## src/rtl/cpu_req_gen_if.sv

```systemverilog
// CPU-side request bus between the request generator and a cache model.
// The generator drives the request/status signals and the cache side drives start/mode/base/trig.
interface cpu_req_gen_if #(
    parameter int unsigned ADDR_WIDTH = 16,
    parameter int unsigned DATA_WIDTH = 8
);
    logic                  start;
    logic [1:0]            mode;
    logic [ADDR_WIDTH-1:0] base;
    logic                  trig;
    logic [ADDR_WIDTH-1:0] address;
    logic                  wr_rd;
    logic                  cs;
    logic [DATA_WIDTH-1:0] dout;
    logic                  busy;
    logic                  done;
    logic                  error;
    logic [15:0]           req_count;

    modport master (
        input  start, mode, base, trig,
        output address, wr_rd, cs, dout, busy, done, error, req_count
    );

    modport slave (
        output start, mode, base, trig,
        input  address, wr_rd, cs, dout, busy, done, error, req_count
    );
endinterface

```

## src/rtl/cpu_req_gen.sv

```systemverilog
// Generates a run of NUM_REQ CPU requests with a selectable address pattern.
// Each request is a one-cycle cs strobe, followed by a wait for trig that is bounded by TIMEOUT.
module cpu_req_gen #(
    parameter int unsigned ADDR_WIDTH = 16,
    parameter int unsigned DATA_WIDTH = 8,
    parameter int unsigned NUM_REQ    = 32,
    parameter int unsigned TIMEOUT    = 64,
    parameter int unsigned STRIDE     = 4
) (
    input logic            clk,
    input logic            rst,
    cpu_req_gen_if.master  bus
);
    localparam int unsigned WCNT_W    = $clog2(TIMEOUT);
    localparam logic [15:0] LFSR_SEED = 16'hACE1;
    localparam logic [15:0] LFSR_TAPS = 16'hB400;

    typedef enum logic [2:0] {S_IDLE, S_ISSUE, S_WAIT, S_DONE, S_ERROR} state_e;

    state_e                state_q;
    logic [1:0]            mode_q;
    logic [ADDR_WIDTH-1:0] base_q;
    logic [15:0]           lfsr_q;
    logic [15:0]           req_count_q;
    logic [WCNT_W-1:0]     wait_cnt_q;
    logic [ADDR_WIDTH-1:0] addr_q;
    logic                  wr_rd_q;
    logic [DATA_WIDTH-1:0] dout_q;
    logic                  cs_q;
    logic                  busy_q;
    logic                  done_q;
    logic                  error_q;

    logic                  idle_like;
    logic [1:0]            src_mode;
    logic [ADDR_WIDTH-1:0] src_base;
    logic [15:0]           src_lfsr;
    logic [15:0]           src_idx;
    logic [15:0]           count_inc;
    logic                  last_req;
    logic [15:0]           lfsr_shift;
    logic [ADDR_WIDTH-1:0] addr_d;
    logic                  wr_rd_d;
    logic [DATA_WIDTH-1:0] dout_d;

    assign idle_like  = !((state_q == S_ISSUE) || (state_q == S_WAIT));
    assign count_inc  = req_count_q + 16'd1;
    assign last_req   = (count_inc == 16'(NUM_REQ));
    assign lfsr_shift = lfsr_q[0] ? ((lfsr_q >> 1) ^ LFSR_TAPS) : (lfsr_q >> 1);

    // Fields of the next request: a fresh run takes the live inputs, later requests the latched run setup.
    always_comb begin
        src_mode = mode_q;
        src_base = base_q;
        src_lfsr = lfsr_q;
        src_idx  = count_inc;
        addr_d   = '0;
        if (idle_like) begin
            src_mode = bus.mode;
            src_base = bus.base;
            src_lfsr = LFSR_SEED;
            src_idx  = '0;
        end
        case (src_mode)
            2'b00:   addr_d = src_base + ADDR_WIDTH'(src_idx);
            2'b01:   addr_d = src_lfsr[ADDR_WIDTH-1:0];
            2'b10:   addr_d = src_base + ADDR_WIDTH'(src_idx) * ADDR_WIDTH'(STRIDE);
            default: addr_d = src_base + ADDR_WIDTH'(src_idx[1:0]);
        endcase
        wr_rd_d = (src_mode == 2'b01) ? src_lfsr[15] : ~src_idx[0];
        dout_d  = src_idx[DATA_WIDTH-1:0] ^ addr_d[DATA_WIDTH-1:0];
    end

    always_ff @(posedge clk or posedge rst) begin
        if (rst) begin
            state_q     <= S_IDLE;
            mode_q      <= '0;
            base_q      <= '0;
            lfsr_q      <= LFSR_SEED;
            req_count_q <= '0;
            wait_cnt_q  <= '0;
            addr_q      <= '0;
            wr_rd_q     <= 1'b0;
            dout_q      <= '0;
            cs_q        <= 1'b0;
            busy_q      <= 1'b0;
            done_q      <= 1'b0;
            error_q     <= 1'b0;
        end else begin
            case (state_q)
                S_ISSUE: begin
                    cs_q       <= 1'b0;
                    lfsr_q     <= lfsr_shift;
                    wait_cnt_q <= '0;
                    state_q    <= S_WAIT;
                end
                S_WAIT: begin
                    // trig takes priority over a timeout that expires in the same cycle
                    if (bus.trig) begin
                        req_count_q <= count_inc;
                        if (last_req) begin
                            state_q <= S_DONE;
                            busy_q  <= 1'b0;
                            done_q  <= 1'b1;
                        end else begin
                            state_q <= S_ISSUE;
                            cs_q    <= 1'b1;
                            addr_q  <= addr_d;
                            wr_rd_q <= wr_rd_d;
                            dout_q  <= dout_d;
                        end
                    end else if (wait_cnt_q == WCNT_W'(TIMEOUT - 1)) begin
                        state_q <= S_ERROR;
                        busy_q  <= 1'b0;
                        error_q <= 1'b1;
                    end else begin
                        wait_cnt_q <= wait_cnt_q + WCNT_W'(1);
                    end
                end
                default: begin
                    if (bus.start) begin
                        mode_q      <= bus.mode;
                        base_q      <= bus.base;
                        lfsr_q      <= LFSR_SEED;
                        req_count_q <= '0;
                        done_q      <= 1'b0;
                        error_q     <= 1'b0;
                        cs_q        <= 1'b1;
                        busy_q      <= 1'b1;
                        addr_q      <= addr_d;
                        wr_rd_q     <= wr_rd_d;
                        dout_q      <= dout_d;
                        state_q     <= S_ISSUE;
                    end
                end
            endcase
        end
    end

    assign bus.address   = addr_q;
    assign bus.wr_rd     = wr_rd_q;
    assign bus.cs        = cs_q;
    assign bus.dout      = dout_q;
    assign bus.busy      = busy_q;
    assign bus.done      = done_q;
    assign bus.error     = error_q;
    assign bus.req_count = req_count_q;
endmodule

```

## src/flat_wrapper.sv

```systemverilog
// flat-port wrapper written by rule: the top's interface ports become plain ports
module cpu_req_gen_flat 
#(
    parameter int unsigned ADDR_WIDTH = 16,
    parameter int unsigned DATA_WIDTH = 8,
    parameter int unsigned NUM_REQ    = 32,
    parameter int unsigned TIMEOUT    = 64,
    parameter int unsigned STRIDE     = 4
)
  (clk, rst, bus_start, bus_mode, bus_base, bus_trig, bus_address, bus_wr_rd, bus_cs, bus_dout, bus_busy, bus_done, bus_error, bus_req_count);
  cpu_req_gen_if #(.ADDR_WIDTH(ADDR_WIDTH), .DATA_WIDTH(DATA_WIDTH)) bus_i ();
  input logic clk;
  input logic rst;
  input wire logic [$bits(bus_i.start)-1:0] bus_start;
  input wire logic [$bits(bus_i.mode)-1:0] bus_mode;
  input wire logic [$bits(bus_i.base)-1:0] bus_base;
  input wire logic [$bits(bus_i.trig)-1:0] bus_trig;
  output wire logic [$bits(bus_i.address)-1:0] bus_address;
  output wire logic [$bits(bus_i.wr_rd)-1:0] bus_wr_rd;
  output wire logic [$bits(bus_i.cs)-1:0] bus_cs;
  output wire logic [$bits(bus_i.dout)-1:0] bus_dout;
  output wire logic [$bits(bus_i.busy)-1:0] bus_busy;
  output wire logic [$bits(bus_i.done)-1:0] bus_done;
  output wire logic [$bits(bus_i.error)-1:0] bus_error;
  output wire logic [$bits(bus_i.req_count)-1:0] bus_req_count;
  assign bus_i.start = bus_start;
  assign bus_i.mode = bus_mode;
  assign bus_i.base = bus_base;
  assign bus_i.trig = bus_trig;
  assign bus_address = bus_i.address;
  assign bus_wr_rd = bus_i.wr_rd;
  assign bus_cs = bus_i.cs;
  assign bus_dout = bus_i.dout;
  assign bus_busy = bus_i.busy;
  assign bus_done = bus_i.done;
  assign bus_error = bus_i.error;
  assign bus_req_count = bus_i.req_count;
  cpu_req_gen #(.ADDR_WIDTH(ADDR_WIDTH), .DATA_WIDTH(DATA_WIDTH), .NUM_REQ(NUM_REQ), .TIMEOUT(TIMEOUT), .STRIDE(STRIDE)) u_core (.clk(clk), .rst(rst), .bus(bus_i));
endmodule
```

## config.mk

```make
export PLATFORM = sky130hd
export DESIGN_NAME = cpu_req_gen_flat
export DESIGN_NICKNAME = d
export VERILOG_FILES = /design/src/rtl/cpu_req_gen_if.sv /design/src/rtl/cpu_req_gen.sv /design/src/flat_wrapper.sv
export SDC_FILE = /design/constraint.sdc
export NUM_CORES = 1
export LEC_CHECK = 0
export ABC_AREA = 1
export CORE_MARGIN = 2
export CORE_UTILIZATION = 40
export CTS_CLUSTER_DIAMETER = 150
export DETAILED_ROUTE_END_ITERATION = 10
export SLEW_MARGIN = 20
export SYNTH_ARGS = -nofsm -noshare
export SYNTH_HDL_FRONTEND = slang
export SYNTH_SLANG_ARGS = --single-unit
```

## constraint.sdc

```tcl
create_clock -name clk -period 4.25 [get_ports clk]
set_input_delay 0.85 -clock clk [delete_from_list [all_inputs] [get_ports clk]]
set_output_delay 0.85 -clock clk [all_outputs]
set_load 0.02 [all_outputs]
```

==> results of run 1 <==
-- through the flow --
| stage | TNS, ps | instances | total power, mW | worst slack, ps |
|---|---|---|---|---|
| global route | -1.46 | 1110 | 6.91 | -1.46 |
| finish | 0 | 1110 | 6.30 | 414 |
| floorplan | 0 | 848 | 4.35 | 150 |
| detailed placement | 0 | 1094 | 5.55 | 50.5 |
| global placement | 0 | 1094 | 5.52 | 158 |
| CTS | 0 | 1110 | 6.33 | 243 |
-- flip-flops by register name, summed over array words and instances (netlist names) --
register              cells
u_core.bus.done           1
u_core.wait_cnt_q         6
u_core.bus.dout           8
u_core.lfsr_q            16
u_core.bus.address       16
u_core.bus.wr_rd          1
u_core.base_q            16
u_core.bus.error          1
u_core.bus.cs             1
u_core.bus.busy           1
u_core.bus.req_count     16
u_core.mode_q             2
u_core.state_q            3
-- placed cells by master, fill, tap and decap left out, types with 4 or more instances in the layout --
cell	n
a21oi_1	46
a22oi_1	5
a31oi_1	4
buf_4	16
clkbuf_16	9
clkdlybuf4s50_1	66
dfrtp_1	80
dfstp_2	8
ha_1	29
inv_1	111
nand2_1	190
nand2_2	5
nand2_4	7
nand3_1	55
nand3_2	5
nand4_1	8
nor2_1	81
nor2_4	4
nor3_1	8
o21ai_0	85
o21ai_2	10
o22ai_1	14
or2_2	6
xnor2_1	5
xor2_1	17
-- worst paths after layout --
kind                       cells past startpoint                     end  slack [ps]              start
max in group asynchronous                      3       u_core.lfsr_q[11]        2910                rst
min in group asynchronous                      3      u_core.bus.dout[0]         920                rst
max                                           23  u_core.bus.address[12]         410  u_core.state_q[2]
max reg2reg                                   23  u_core.bus.address[12]         410  u_core.state_q[2]
min reg2reg                                    2        u_core.mode_q[0]         480   u_core.mode_q[0]
min                                            2        u_core.mode_q[0]         480   u_core.mode_q[0]
-- cell type report --
class | count | area, sq um
timing repair buffer | 83 | 801
sequential | 88 | 2210
clock buffer | 10 | 229
multi-input combinational | 619 | 3380
tap | 188 | 235
fill | 1528 | 7800
clock inverter | 6 | 46.3
inverter | 116 | 437
-- critical path, delay by kind of cell, from the launching register on --
family / cells / cell delay (ps)
buffers and inverters: 4 / 360
DFF: 1 / 400
and+or+nand+nor: 11 / 1610
AOI/OAI and AO/OA: 6 / 870
adders and majority gates: 2 / 480
-- cells by family (layout without fill, tap and decap cells) --
kind of cell,Yosys count,in the layout
multiplexers,2,2
buffers and inverters,141,215
flip-flops,88,88
XOR/XNOR,23,23
adder cells (fa/ha/maj),31,31
AND/OR/NAND/NOR,380,380
AO/OA/AOI/OAI,183,183
-- routing by layer --
metal / GRT usage / vias up
met3: 0.0367 / 27
met4: 0.0776 / 0
met2: 0.356 / 112
met5: 0 / -
li1: - / 2917
met1: 0.298 / 2664
-- power breakdown --
part | total [mW] | internal, mW | switching (mW)
clock network | 0.766 | 0.400 | 0.366
logic | 4.13 | 1.45 | 2.68
registers | 1.40 | 1.20 | 0.202
total | 6.30 | 3.05 | 3.25
==> key figures, run 1 <==
Routing
  • Metal-1 WL: between 8000 and 9000 um
  • DRT Pass-1 Iters: 5
  • DR top layer: met4
  • Detailed-route via count: around 5.7k
  • Met2 WL: 8050 um
  • DR WL/cell: 15.5 um
  • Drt drc: 0
  • WL met3: between 600 and 700 um
  • Routed WL: 17200 um
  • Post-route ant nets: 0
  • Starting DRT DRC Count: 358
  • Vias/cell: 5.15

Clocking
  • CTS tree: yes
  • Root Buffer: clkbuf_16
  • Maximum buffer depth of the clock tree: 2
  • Worst-skew pair later-pin latency: approximately 350 ps
  • Postcts setup bufs: 0
  • Clock slew at reported path FFs: 70 ps
  • Resized cells post-CTS: 0
  • H-tree levels: 3
  • Num Clock Sinks: 88
  • Cts hold-fix bufs: 0
  • Number of buffers created by CTS: 9

Yosys
  • Synth Instances: 848
  • Top-count cell post-synth: nand2_1
  • Mux cell area share after synthesis: 0.00325
  • Post-synthesis xor/xnor area fraction: 0.0339
  • Yosys top cell by area: dfrtp_1
  • Yosys warns: 0
  • Synth Area in Adders: 0.0653
  • Largest family of logic cells by synthesized area: simple AND/OR/NAND/NOR gates
  • Syn_nets: ~900
  • Syn_area_per_cell: 7.27 sq um
  • Post-synth EDFFs: 0
  • Post-Synth Simple-Gate Area: 0.278
  • Largest cells by area after synthesis: dfrtp_1, nand2_1, o21ai_0, inv_1, ha_1
  • Yosys reg bits: a little under 90
  • Register area share after synthesis: 0.359
  • Synth cell types: 50
  • FFs w/ async S/R, synth: 1.00
  • Synth Area in Compound Gates: 0.168
  • Main synth FF type: dfrtp_1
  • Top-area cell type share of the netlist area: 0.325
  • Synth top cells by count: nand2_1, inv_1, o21ai_0
  • Post-Syn Area: 6170 sq um

Critical path
  • Crit-path max FO: 12
  • Worst path arrival time: 4070 ps
  • CP max stage cell: dfrtp_1
  • Most used cell along the critical path: nor2_1
  • Required @ worst endpoint: 4480 ps
  • CP endpoint kind: flip-flop
  • CP Launch Type: flip-flop
  • Crit Path Class: reg2reg
  • Largest stage delay on the critical path: about 400 ps
  • Crit-path cells: nor2_1, nand2_1, nand2_4, inv_1, or2_2, o21ai_0, ha_1, inv_1, nor2_1, inv_2, nor2_1, ha_1, nand3_1, nand3_1, inv_1, nor2_1, nor2_1, o21ai_0, a21boi_1, o21ai_0, or2_2, a21oi_1, a21oi_1

Min path
  • Hold WC Path Type: reg2reg

Global route
  • Initial antenna violation count: 0
  • Vias in the first global route: about 5.4k
  • First-pass GRT wire length: roughly 28000 um
  • Total GRT Usage: 0.220
  • Gr ovfl total: 0
  • Largest net degree at the start of global routing: 89

Cells and area
  • Area grow syn2layout: 19.1%
  • Final Util: 0.485
  • Design area: 7340 sq um
  • Fraction of layout cells with a size suffix above 1: 0.0976
  • Final #Nets: 970
  • Diode count: 0

STA
  • Final hold violation count: 0
  • Shortest period the worst path allows: 3840 ps
  • Clock Skews: 10.8 ps
  • Final Max Slew Viols: 0
  • Max Clock Freq: 0.261 GHz
  • Tcrit/Tclk final: 0.903
  • Hold_ws: roughly 480 ps
  • Worst-margin pin slew: 687 ps
  • # setup viols final: 0
  • Worst relative slew slack: 0.541

Place
  • Port bufs: 66
  • Routability congestion estimate: 0.900
  • Cell Area, Placed: 7060 sq um
  • DP HPWL: roughly 13000 um

Run
  • Max_cap viols: 0

Floorplan
  • # rows: 45
  • Chip width: 128 um
  • Num ports: between 60 and 70
  • Starting Density: 0.407
  • Die outline area: 16400 sq um
  • Core area: 15100 sq um
  • Height of the die: 128 um

Power
  • Pwr Density: between 800 and 900 nW/um^2
  • VDD IR max: around 480 uV
  • LEAKAGE: 3.49 nW

Run status
  • Outcome: completed
(Power assumes the default switching activity.)
==> inputs of run 2 (changes only) <==
--- a/config.mk
+++ b/config.mk
@@ -6,6 +6,7 @@
 export NUM_CORES = 1
 export LEC_CHECK = 0
 export ABC_AREA = 1
+export CAP_MARGIN = 5
 export CORE_MARGIN = 2
 export CORE_UTILIZATION = 40
 export CTS_CLUSTER_DIAMETER = 150
==> constraint.sdc (replaced) <==
create_clock -name clk -period 4.25 [get_ports clk]
set_input_delay 0.85 -clock clk [delete_from_list [all_inputs] [get_ports clk]]
set_output_delay 0.85 -clock clk [all_outputs]
set_load 0.1 [all_outputs]
==> results of run 2 <==
The final DEF is identical to that of run 1. Status: completed.
Power of run 2 is not shown: default switching activity piles up to over one toggle a cycle in this logic, so the estimate is an artifact.
==> inputs of run 3 (changes only) <==
--- a/config.mk
+++ b/config.mk
@@ -8,9 +8,10 @@
 export ABC_AREA = 1
 export CAP_MARGIN = 5
 export CORE_MARGIN = 2
-export CORE_UTILIZATION = 40
+export CORE_UTILIZATION = 48
 export CTS_CLUSTER_DIAMETER = 150
 export DETAILED_ROUTE_END_ITERATION = 10
+export PLACE_DENSITY = 0.7
 export SLEW_MARGIN = 20
 export SYNTH_ARGS = -nofsm -noshare
 export SYNTH_HDL_FRONTEND = slang
==> constraint.sdc (replaced) <==
create_clock -name clk -period 3.9 [get_ports clk]
set_input_delay 0.78 -clock clk [delete_from_list [all_inputs] [get_ports clk]]
set_output_delay 0.78 -clock clk [all_outputs]
set_load 0.1 [all_outputs]
==> key figures, run 3 (synthesis gave the netlist of run 1 again) <==
Critical path
  • Required @ worst endpoint: 4170 ps
  • Worst Setup EP: u_core.bus.address[10]
  • Worst R2R End: u_core.bus.address[10]
  • CP endpoint kind: flip-flop
  • Crit-path max FO: 7
  • R2R Setup Slk: roughly 330 ps
  • Worst path arrival time: 3840 ps
  • R2R cell count: 24
  • Crit Path Class: reg2reg
  • CP Launch Type: flip-flop
  • Worst R2R Start: u_core.state_q[0]
  • CP startpoint: u_core.state_q[0]

Routing
  • Drt drc: 0
  • Post-route ant nets: 0
  • Vias/cell: 5.19
  • DR WL/cell: about 15 um
  • DRT Pass-1 Iters: 5
  • Starting DRT DRC Count: 460
  • Routed WL: roughly 16000 um
  • Detailed-route via count: about 5.7k

STA
  • Tcrit/Tclk final: 0.915
  • Final hold violation count: 0
  • Worst-margin pin slew: 976 ps
  • # setup viols final: 0
  • Worst relative slew slack: 0.347
  • Final Max Slew Viols: 0
  • Max Clock Freq: 0.280 GHz
  • Hold_ws: 475 ps
  • Post-route setup TNS: 0 ps
  • Shortest period the worst path allows: 3570 ps
  • Clock Skews: about 10 ps

Floorplan
  • Core area: 12600 sq um
  • Height of the die: 117 um
  • Die outline area: 13800 sq um
  • Chip width: 117 um
  • Num ports: 67
  • Starting Density: 0.491
  • # rows: 41

Global route
  • Total GRT Usage: 0.249
  • Largest net degree at the start of global routing: 48
  • Vias in the first global route: 5427
  • Gr ovfl total: 0
  • Initial antenna violation count: 0
  • First-pass GRT wire length: 27200 um

Clocking
  • Clock slew at reported path FFs: 70 ps
  • Num Clock Sinks: 88
  • Root Buffer: clkbuf_16
  • H-tree levels: 3
  • Worst-skew pair later-pin latency: 360 ps
  • CTS tree: yes
  • Maximum buffer depth of the clock tree: 2
  • Number of buffers created by CTS: 9

Run status
  • Outcome: completed

Cells and area
  • Fraction of layout cells with a size suffix above 1: 0.111
  • Area of the multi-input gates: between 3000 and 4000 sq um
  • FF/Latch Area: 2210 sq um
  • Filler cells: 1234
  • Diode count: 0
  • Area grow syn2layout: 19.7%
  • Most frequent cells in the layout: nand2_1, inv_1, o21ai_0
  • Final #Nets: 975
  • Commonest non-fill, non-tap cell in the layout: nand2_1

Place
  • Routability congestion estimate: ~0.96
  • Port bufs: 66
  • DP HPWL: 12800 um

Min path
  • Hold WC Path Type: reg2reg

Run
  • Max_cap viols: 0
[run 3: cell count changes in the layout (fill, tap and decap cells not counted), sizes merged]
| cell | before | now |
|---|---|---|
| inv | 115 | 114 |
| buf | 17 | 22 |
| clkbuf | 10 | 11 |
[run 3: critical path, stage by stage, from the launching register on]
cell and delay [ps]:
dfrtp_1 430, nor2_2 120, nand2_2 80, nand2_4 100, inv_2 70, or2_2 270
o21ai_1 110, ha_2 190, inv_1 60, nor2_2 150, clkinv_2 100, nor2_1 110
ha_1 210, nand3_1 100, nand3_1 90, inv_1 60, nor2_1 120, nor2_2 60
o21ai_1 230, a21boi_2 90, buf_4 140, or2_2 260, a21oi_1 130, nor2_1 60
a21oi_1 140
[run 3: repair_timing]
action,in CTS,in global routing
buffers inserted,0,3
resized for setup,0,8
setup endpoints to repair,0,7
hold buffers,0,0
[run 3: cell type report]
| cell class | count | area share |
|---|---|---|
| inverter | 116 | 0.0593 |
| tap | 172 | 0.0291 |
| timing repair buffer | 88 | 0.114 |
| clock inverter | 5 | 0.00457 |
| multi-input combinational | 619 | 0.462 |
| sequential | 88 | 0.300 |
| clock buffer | 11 | 0.0315 |
[run 3: routing by layer]
layer	GRT usage	routed length, um	vias to the layer above
met5	0	0	-
met4	0.0964	484	0
met3	0.0467	828	36
met2	0.404	7500	136
met1	0.330	7270	2610
li1	-	-	2921
[run 3: stage by stage]
step,instances,utilization,cell area (sq um),setup slack (ps)
floorplan,848,-,6190,8.40
detailed placement,1080,0.563,7080,55.7
CTS,1096,0.584,7340,175
global route,1099,0.588,7380,-5.17
global placement,1080,0.563,7080,115
finish,1099,0.588,7380,332
[run 3: how the worst min path moves through the flow]
stage	start	endpoint	depth (start not counted)
after floorplan	u_core.mode_q[0]	u_core.mode_q[0]	2
after global placement	u_core.mode_q[1]	u_core.mode_q[1]	2
final	u_core.mode_q[1]	u_core.mode_q[1]	2
after CTS	u_core.mode_q[0]	u_core.mode_q[0]	2
after global routing	u_core.mode_q[1]	u_core.mode_q[1]	2
after detailed placement	u_core.mode_q[0]	u_core.mode_q[0]	2
Power of run 3 is left out for the same reason.
==> RTL edit 1: new RTL, settings of run 1 <==
Remove the case item `2'b10` of the case on `src_mode`.
--- a/src/rtl/cpu_req_gen.sv
+++ b/src/rtl/cpu_req_gen.sv
@@ -64,7 +64,6 @@
         case (src_mode)
             2'b00:   addr_d = src_base + ADDR_WIDTH'(src_idx);
             2'b01:   addr_d = src_lfsr[ADDR_WIDTH-1:0];
-            2'b10:   addr_d = src_base + ADDR_WIDTH'(src_idx) * ADDR_WIDTH'(STRIDE);
             default: addr_d = src_base + ADDR_WIDTH'(src_idx[1:0]);
         endcase
         wr_rd_d = (src_mode == 2'b01) ? src_lfsr[15] : ~src_idx[0];
Function: changed (Yosys sat finds a counterexample within 4 cycles, from zero or initial values and one cycle with rst high).
==> RTL edit 1 against run 1 <==
Sequential cell count did not move; routed wire length decreased by 12%; combinational power shrank 38%; critical endpoint is now u_core.bus.address[14]$_DFFE_PP0P_; synthesized cell count down 10%; non-clock buffer count fell by 12; fmax rose by 13%; power shrank 23%; via count fell by 9.7%; synthesized area fell by 11%; largest cell class unchanged; clock skew is 0.0037 ns lower; cell count down 10%; worst setup slack better by 0.45 ns; design area fell by 9.9%.
==> RTL edit 1: results <==
{
  "grt_pass1_wl_um": 25260,
  "status": "finished, final reports clean",
  "avgViaCountPerCell": 5.175,
  "leakage_nw": 3.186,
  "wl_met1_um": 7165,
  "grt_max_degree": 46,
  "n_fill_cell": 1351,
  "min_to": "u_core.bus.dout[0]$_DFFE_PP0P_",
  "wl_met2_um": 6862,
  "multi_input_area_share_pct": 41.76,
  "r2r_slack_ns": 0.86,
  "min_from": "u_core.bus.dout[0]$_DFFE_PP0P_",
  "internal-power_mw": 2.617,
  "rr_worst_depth": 19,
  "grtUsageMet1_pct": 31.18,
  "ys_seq_area_share_pct": 40.18,
  "drive_above_1_share_pct": 7.664,
  "ir_drop_mv": 0.2804,
  "worstSetupEndpoint": "u_core.bus.address[14]$_DFFE_PP0P_",
  "use_met3_pct": 3.430,
  "routed-wl-met3_um": 830,
  "whs_ns": 0.4716,
  "synth_cell_types": 44,
  "use_met2_pct": 34.30,
  "routed_wl_um": 15170,
  "worst_slew_pin_slew_ns": 0.8435,
  "max_stage_delay_ns": 0.38,
  "num-multi-input-gates": 548,
  "grt_usage_pct": 22.07,
  "buffer_area_share_pct": 10.74,
  "buffers": 71,
  "skew_ns": 0.007070,
  "cp_max_fo": 20,
  "synthesis.nets": 799,
  "yosys-top-cells-area": "dfrtp_1 (36%), nand2_1 (15%), inv_1 (6.5%), o21ai_0 (6.1%), nand3_1 (5.2%)",
  "inverters": 99,
  "seq_cells": 88,
  "first_global_vias": 4935,
  "hpwl_um": 11690
}
[RTL edit 1: cell count changes in the layout (fill, tap and decap cells not counted), moves of 7 or more]
| cell | change |
|---|---|
| nand2_1 | +27 |
| a21oi_1 | -22 |
| o21ai_0 | -18 |
| inv_1 | -16 |
| nor2_1 | -16 |
| buf_4 | -12 |
| ha_1 | -12 |
| nand2_2 | +12 |
| o21ai_2 | -9 |
| xor2_1 | -7 |
[RTL edit 1: kinds of logic after synthesis]
| family | Yosys count | synth area share (%) |
|---|---|---|
| AND/OR/NAND/NOR | 385 | 30.43 |
| AO/OA/AOI/OAI | 129 | 12.86 |
| buffers and inverters | 123 | 9.727 |
| flip-flops | 88 | 40.18 |
| adder cells (fa/ha/maj) | 18 | 4.227 |
| XOR/XNOR | 15 | 2.386 |
| multiplexers | 1 | 0.1818 |
[RTL edit 1: per-stage QoR]
stage	power, mW	area (um^2)	std cells	setup WS (ns)
after floorplan	3.151	5505	759	1.135
after detailed placement	3.935	6277	982	0.7892
after global placement	3.914	6277	982	0.8398
final	4.825	6619	998	0.8630
after global routing	5.229	6619	998	0.4795
after CTS	4.851	6616	998	0.8943
[RTL edit 1: power groups by stage]
stage | Clock (mW) | Combinational, mW | Sequential, mW
finish | 0.896 | 2.55 | 1.38
global route | 0.950 | 2.86 | 1.42
CTS | 0.918 | 2.55 | 1.38
detailed placement | 0 | 2.54 | 1.39
global placement | 0 | 2.53 | 1.39
floorplan | 0 | 1.64 | 1.51
[RTL edit 1: worst reg2reg max path: cells and delay by family, from the launching register on]
kind / cells / cell delay [ns]
and+or+nand+nor: 11 / 1.26
AOI/OAI and AO/OA: 3 / 0.69
DFF: 1 / 0.38
buffers and inverters: 4 / 0.68
adders and majority gates: 1 / 0.32
==> RTL edit 2: new RTL, settings of run 1 <==
Made on the original files. `DATA_WIDTH` is set to 8 in 3 places; all go to 10.
--- a/src/rtl/cpu_req_gen_if.sv
+++ b/src/rtl/cpu_req_gen_if.sv
@@ -2,7 +2,7 @@
 // The generator drives the request/status signals and the cache side drives start/mode/base/trig.
 interface cpu_req_gen_if #(
     parameter int unsigned ADDR_WIDTH = 16,
-    parameter int unsigned DATA_WIDTH = 8
+    parameter int unsigned DATA_WIDTH = 10
 );
     logic                  start;
     logic [1:0]            mode;
--- a/src/rtl/cpu_req_gen.sv
+++ b/src/rtl/cpu_req_gen.sv
@@ -2,7 +2,7 @@
 // Each request is a one-cycle cs strobe, followed by a wait for trig that is bounded by TIMEOUT.
 module cpu_req_gen #(
     parameter int unsigned ADDR_WIDTH = 16,
-    parameter int unsigned DATA_WIDTH = 8,
+    parameter int unsigned DATA_WIDTH = 10,
     parameter int unsigned NUM_REQ    = 32,
     parameter int unsigned TIMEOUT    = 64,
     parameter int unsigned STRIDE     = 4
--- a/src/flat_wrapper.sv
+++ b/src/flat_wrapper.sv
@@ -2,7 +2,7 @@
 module cpu_req_gen_flat 
 #(
     parameter int unsigned ADDR_WIDTH = 16,
-    parameter int unsigned DATA_WIDTH = 8,
+    parameter int unsigned DATA_WIDTH = 10,
     parameter int unsigned NUM_REQ    = 32,
     parameter int unsigned TIMEOUT    = 64,
     parameter int unsigned STRIDE     = 4
Ports: changed (resized bus_dout); port bits go from 67 to 69. The function was not compared with the original's and may differ.
==> RTL edit 2 against run 1 <==
Synthesized area increased by 4.3%; routed wire length is 8.9% higher; design area up 5.1%; worst setup slack gained 0.00085 ns; cell count increased by 8.6%; utilization is 0.27 points higher; power up 7.4%; clock skew is essentially flat; sequential cell count grew 2; critical endpoint is now u_core.bus.address[14]$_DFFE_PP0P_; largest power group unchanged.
==> RTL edit 2: results <==
{
  "drt_iter0_markers": 450,
  "ys_seq_area_share_pct": 35.17,
  "grt_usage_pct": 22.96,
  "status": "finished, final reports clean",
  "avgViaCountPerCell": 5.078,
  "comb-power_mw": 4.45,
  "yosys-top-cells-count": "nand2_1 (254), inv_1 (120), dfrtp_1 (82)",
  "syn_area_per_cell_um2": 7.061,
  "skew_ns": 0.01096,
  "slew_headroom_pct": 45.39,
  "r2r_slack_ns": 0.41,
  "whs_ns": 0.4761,
  "hp-class": "reg -> reg",
  "first_global_vias": 5789,
  "n_fill_cell": 1639,
  "crit_arrival_ns": 4.08,
  "yosys-top-cells-area": "dfrtp_1 (32%), nand2_1 (15%), inv_1 (7.0%), ha_1 (5.4%), o21ai_0 (5.4%)",
  "grt_max_degree": 55,
  "final_nets": 1036,
  "clk-power_uw": 873,
  "synth_cell_types": 52,
  "leakage_nw": 3.760,
  "grt_pass1_wl_um": 30130,
  "placed_area_um2": 7375,
  "drive_above_1_share_pct": 9.909,
  "place_congestion": 1.001,
  "diodes": 0,
  "synthesis.nets": 963,
  "port_buffers": 68,
  "final-instance-count-excl-fill": 1205,
  "wl_per_cell_um": 15.55,
  "comb_power_share_pct": 65.9,
  "cp_max_fo": 8,
  "period_share_pct": 90.24,
  "hpwl_um": 14660
}
==> RTL edit 2: repair_timing <==
item | CTS | global route
endpoints found under the setup margin | 0 | 7
resized for setup | 0 | 4
endpoints found under the hold margin | 0 | 0
==> RTL edit 2: area by class of cell <==
cell class	instances	area [um^2]	area share, %
Inverter	123	462.9	5.999
Tap cell	216	270.3	3.502
Clock buffer	12	266.5	3.453
Multi-Input combinational cell	676	3587	46.48
Sequential cell	90	2262	29.31
Clock inverter	4	55.05	0.7134
Timing Repair Buffer	84	813.3	10.54
==> RTL edit 2: logic make-up after synthesis <==
group	after synthesis	synth area share, %
AOI/OAI and AO/OA	179	16.28
adders and majority gates	30	6.069
DFF	90	35.17
and+or+nand+nor	449	30.52
buffers and inverters	145	9.395
xor gates and xnor gates	18	2.568
==> RTL edit 2: per-layer routing <==
layer	track usage (%)	part of all wire [%]	up-vias
met5	0	0	-
met3	3.217	3.6	35
li1	-	-	3114
met2	36.80	47	139
met1	31.52	47	2831
met4	8.949	3.0	0
==> RTL edit 2: worst paths after layout <==
check	startpoint	endpoint
max	u_core.state_q[0]$_DFFE_PP0P_	u_core.bus.address[14]$_DFFE_PP0P_
min	u_core.mode_q[0]$_DFFE_PP0P_	u_core.mode_q[0]$_DFFE_PP0P_
max reg2reg	u_core.state_q[0]$_DFFE_PP0P_	u_core.bus.address[14]$_DFFE_PP0P_
min reg2reg	u_core.mode_q[0]$_DFFE_PP0P_	u_core.mode_q[0]$_DFFE_PP0P_
max in group asynchronous	rst	u_core.lfsr_q[5]$_DFFE_PP1P_
min in group asynchronous	rst	u_core.bus.address[0]$_DFFE_PP0P_
